--- src/rtl/inst_fetch_if.sv ---
// Instruction-memory bus between the fetch stage (master) and instruction RAM (slave).
// mem_ready is combinational in the memory with respect to mem_addr.
interface inst_fetch_if;
    logic        mem_ce;
    logic [31:0] mem_addr;
    logic [31:0] mem_rdata;
    logic        mem_ready;

    modport master (
        output mem_ce,
        output mem_addr,
        input  mem_rdata,
        input  mem_ready
    );

    modport slave (
        input  mem_ce,
        input  mem_addr,
        output mem_rdata,
        output mem_ready
    );
endinterface

--- src/rtl/inst_fetch.sv ---
// OpenMIPS instruction fetch stage: PC, latency-tolerant word fetch, IF/ID register.
// Flush outranks stall, which outranks a memory response.
module inst_fetch #(
    parameter logic [31:0] RESET_PC = 32'h0000_0000
) (
    input  logic               clk,
    input  logic               rst,
    input  logic               stall,
    input  logic               flush,
    input  logic [31:0]        branch_target,
    inst_fetch_if.master       imem,
    output logic [31:0]        id_pc,
    output logic [31:0]        id_inst,
    output logic               id_valid,
    output logic [31:0]        fetch_cnt
);

    typedef enum logic {
        IDLE  = 1'b0,
        FETCH = 1'b1
    } state_t;

    state_t      state;
    state_t      state_nxt;
    logic [31:0] pc;

    always_ff @(posedge clk or posedge rst) begin
        if (rst) begin
            state <= IDLE;
        end else begin
            state <= state_nxt;
        end
    end

    always_comb begin
        state_nxt = state;
        case (state)
            IDLE:    state_nxt = FETCH;
            FETCH:   state_nxt = FETCH;
            default: state_nxt = IDLE;
        endcase
    end

    // Both bus outputs decode straight from registers, keeping inputs off the address path.
    always_comb begin
        imem.mem_ce   = (state == FETCH);
        imem.mem_addr = pc;
    end

    always_ff @(posedge clk or posedge rst) begin
        if (rst) begin
            pc        <= RESET_PC;
            id_pc     <= '0;
            id_inst   <= '0;
            id_valid  <= 1'b0;
            fetch_cnt <= '0;
        end else if (state == FETCH) begin
            if (flush) begin
                pc       <= {branch_target[31:2], 2'b00};
                id_pc    <= '0;
                id_inst  <= '0;
                id_valid <= 1'b0;
            end else if (stall) begin
                pc        <= pc;
                id_pc     <= id_pc;
                id_inst   <= id_inst;
                id_valid  <= id_valid;
                fetch_cnt <= fetch_cnt;
            end else if (imem.mem_ready) begin
                pc        <= pc + 32'd4;
                id_pc     <= pc;
                id_inst   <= imem.mem_rdata;
                id_valid  <= 1'b1;
                fetch_cnt <= fetch_cnt + 32'd1;
            end else begin
                id_pc    <= '0;
                id_inst  <= '0;
                id_valid <= 1'b0;
            end
        end
    end

endmodule

--- src/flat_wrapper.sv ---
// flat-port wrapper written by rule: the top's interface ports become plain ports
module inst_fetch_flat 
#(
    parameter logic [31:0] RESET_PC = 32'h0000_0000
)
  (clk, rst, stall, flush, branch_target, id_pc, id_inst, id_valid, fetch_cnt, imem_mem_ce, imem_mem_addr, imem_mem_rdata, imem_mem_ready);
  inst_fetch_if imem_i ();
  input  logic clk;
  input  logic rst;
  input  logic stall;
  input  logic flush;
  input  logic [31:0] branch_target;
  output logic [31:0] id_pc;
  output logic [31:0] id_inst;
  output logic id_valid;
  output logic [31:0] fetch_cnt;
  output wire logic [$bits(imem_i.mem_ce)-1:0] imem_mem_ce;
  output wire logic [$bits(imem_i.mem_addr)-1:0] imem_mem_addr;
  input wire logic [$bits(imem_i.mem_rdata)-1:0] imem_mem_rdata;
  input wire logic [$bits(imem_i.mem_ready)-1:0] imem_mem_ready;
  assign imem_mem_ce = imem_i.mem_ce;
  assign imem_mem_addr = imem_i.mem_addr;
  assign imem_i.mem_rdata = imem_mem_rdata;
  assign imem_i.mem_ready = imem_mem_ready;
  inst_fetch #(.RESET_PC(RESET_PC)) u_core (.clk(clk), .rst(rst), .stall(stall), .flush(flush), .branch_target(branch_target), .imem(imem_i), .id_pc(id_pc), .id_inst(id_inst), .id_valid(id_valid), .fetch_cnt(fetch_cnt));
endmodule
--- config.mk ---
export PLATFORM = sky130hd
export DESIGN_NAME = inst_fetch_flat
export DESIGN_NICKNAME = d
export VERILOG_FILES = /design/src/rtl/inst_fetch_if.sv /design/src/rtl/inst_fetch.sv /design/src/flat_wrapper.sv
export SDC_FILE = /design/constraint.sdc
export NUM_CORES = 1
export LEC_CHECK = 0
export ABC_AREA = 1
export BUFFER_PORTS_ARGS = -buffer_cell sky130_fd_sc_hd__buf_4
export CORE_ASPECT_RATIO = 0.5
export CORE_MARGIN = 5
export CORE_UTILIZATION = 56
export DETAILED_ROUTE_END_ITERATION = 8
export HOLD_SLACK_MARGIN = 0.12
export PLACE_DENSITY = 0.95
export REMOVE_ABC_BUFFERS = 1
export SYNTH_ARGS = -nofsm -noshare
export SYNTH_HDL_FRONTEND = slang
export SYNTH_SLANG_ARGS = --single-unit
--- constraint.sdc ---
create_clock -name clk -period 11.8 [get_ports clk]
set_input_delay 2.95 -clock clk [delete_from_list [all_inputs] [get_ports clk]]
set_output_delay 2.95 -clock clk [all_outputs]
set_load 0.03 [all_outputs]
==> impl_metrics.ini <==
[critical_path]
required_ns = 12.10
crit_path_end_kind = flip-flop
critical_path_arrival_ns = 5.46
setup.worst_path.start_class = input pin
path_class = input pin to flip-flop
cp_max_fo = 52

[place]
dp_hpwl_um = 14100
io_buffers = 194
gp_congestion = 0.938

[grt]
grtUsageMet1 = 0.354
track_usage = 0.284
gr-total-overflow = 0
grt_max_degree = 89
antenna_found_initial = 0
grt_use_met2 = 0.500
grt_pass1_vias = 6542
global_route.usage.met3 = 0.0475
top_usage_layer = met2
grt_pass1_wl_um = 32500

[cells_and_area]
drive_gt1_frac = 0.236
fill_cells = 811
nNetsFinal = 1102
area_growth_syn_to_layout_pct = 32.0
diodes = 0

[sta]
maxSlewViolCount = 0
fin_setup_tns_ns = 0
fmax_mhz = 194
relSlewSlack = 0.263
period_minus_slack_ns = 5.16
fin_skew_ns = 0.0131
setup_violations = 0
post-route-period-util = 0.437
final_hold_viol_count = 0
worst_pin_slew_ns = 1.11
rsz0062_at_grt = no

[synth]
synth.yosys.seq_area_share = 0.486
synth_compound_area_frac = 0.108
syn_inst = 845
yosys.area_share.simple = 0.314
synth_edf_count = 0
synth_top_family_by_area = simple AND/OR/NAND/NOR gates
muxShareOfSynthArea = 0
yosysWarnings = 0
yosys.area_share.xor_xnor = 0.0201
avgSynthCellArea_sq_um = 7.74
netlist_area_sq_mm = 0.00654
ys_types = 35
synth-main-ff-cell = dfrtp_1
async_reset_ff_frac = 1.00
synth-seq-cells = 127
synthAdderAreaFrac = 0.00383

[drt]
avgRoutedWirePerCell_um = 16.5
drt-initial-drc-count = 751
dr.pass1.iters = 7
routed_via_density = 5.52
via_count = 6644
drc = 0
ant_nets = 0
wl_um = 19900

[power_and_ir_drop]
p_per_area_mw_per_mm2 = 154
vdd_drop_max_mv = 0.107
p_leak_nw = 4.40
p_total_mw = 1.33

[clocking]
root_buffer = clkbuf_16
cts_buffer_depth = 2
insertion_delay_ns = 0.41
holdBufCountCts = 0
cts_tree = built
clkSlewWorstSetupHoldPaths_ns = 0.05
htree_levels = 4
cts_made_buffers = 17
post-cts-setup-buffer-count = 0
cts_resized = 0
cts_sinks = 127

[run]
maxCapViolations = 0

[floorplanning]
die-height_um = 86.4
rows = 27
start_util = 0.583
dieArea_sq_mm = 0.0141
ios = 199
die_w_um = 163
core_sq_mm = 0.0112

[outcome]
status = finished, final reports clean

[min_path]
hp-class = flip-flop to flip-flop
==> power by group <==
| part | total (mW) | switching (mW) | leakage, nW | internal, mW |
|---|---|---|---|---|
| logic | 0.296 | 0.193 | 2.43 | 0.104 |
| registers | 0.531 | 0.0551 | 1.69 | 0.476 |
| clock network | 0.506 | 0.191 | 0.284 | 0.315 |
| total | 1.33 | 0.439 | 4.40 | 0.894 |
==> metal layers <==
layer | wire length [um] | up-vias
met3 | 1420 | 62
met5 | 0 | -
met1 | 7700 | 3141
li1 | - | 3083
met4 | 649 | 0
met2 | 10100 | 358
==> critical path, stage by stage <==
cell     delay (ns)
buf_4          0.24
inv_2          0.38
nand2_1        0.19
nand2_2        0.07
nor2_2         0.67
inv_2          0.51
a21oi_1        0.27
nand2_1        0.08
nand2_1        0.05
inv_1          0.04
==> cell usage in the layout, fill, tap and decap left out, types with 7 or more instances in the layout <==
cell type and count:
a21oi_1 15, a22o_1 32, buf_4 196, clkbuf_16 17, clkinv_2 7, dfrtp_1 127, inv_1 70, nand2_1 274
nand3_1 44, nand3b_1 7, nand4_1 12, nor2_1 124, o21ai_0 59, xnor2_1 8, xor2_1 7
==> sequential cells by signal, indices dropped and copies added, names as in the netlist <==
signal,count
u_core.fetch_cnt,32
u_core.id_inst,32
u_core.id_pc,31
u_core.id_valid,1
u_core.imem.mem_addr,30
u_core.imem.mem_ce,1
==> Yosys cell counts, types with 4 or more instances <==
cell,count,area (sq um)
nand2_1,275,1030
dfrtp_1,127,3180
nor2_1,124,465
inv_1,71,267
o21ai_0,59,295
nand3_1,44,220
a22o_1,32,280
a21oi_1,15,75.1
buf_2,14,70.1
nand4_1,12,75.1
clkbuf_1,11,41.3
xnor2_1,8,70.1
nand3b_1,7,52.6
xor2_1,7,61.3
buf_4,4,30.0
==> area by class of cell <==
cell class,instances,area (sq um),area share
flip-flops and latches,127,3180,0.368
multi-input cells,614,2930,0.339
repair buffers,196,1470,0.171
clock buffers,21,450,0.0522
inverters,75,285,0.0331
well taps,159,199,0.0231
clock inverters,11,116,0.0135
==> metrics by stage <==
| step | hold slack [ns] | cell area [sq um] | setup slack [ns] | util | std cells |
|---|---|---|---|---|---|
| 6_report | 0.475 | 8630 | 6.64 | 0.769 | 1203 |
| 5_1_grt | 0.508 | 8630 | 6.43 | 0.769 | 1203 |
| 4_1_cts | 0.474 | 8630 | 6.68 | 0.769 | 1203 |
| 3_5_place_dp | 0.460 | 8060 | 6.28 | 0.719 | 1171 |
| 3_3_place_gp | 0.457 | 8060 | 6.32 | 0.719 | 1171 |
| 2_1_floorplan | 0.659 | 6390 | 5.47 | - | 816 |
==> logic make-up after synthesis <==
family / after synthesis
other: 2
flip-flops: 127
AND/OR/NAND/NOR: 480
adder cells (fa/ha/maj): 2
AO/OA/AOI/OAI: 114
XOR/XNOR: 15
buffers and inverters: 105
==> path summary, 6_finish.rpt <==
path                                             to  slack, ns  depth (start not counted)               start
max reg2reg                    u_core.fetch_cnt[10]       9.51                          7  u_core.imem.mem_ce
max in group asynchronous  u_core.imem.mem_addr[18]       7.71                          3                 rst
min                                 u_core.id_valid       0.48                          2     u_core.id_valid
min reg2reg                         u_core.id_valid       0.48                          2     u_core.id_valid
min in group asynchronous       u_core.fetch_cnt[6]       2.58                          2                 rst
max                        u_core.imem.mem_addr[17]       6.64                         10               flush
No activity file was read; power rests on OpenSTA's default activity.
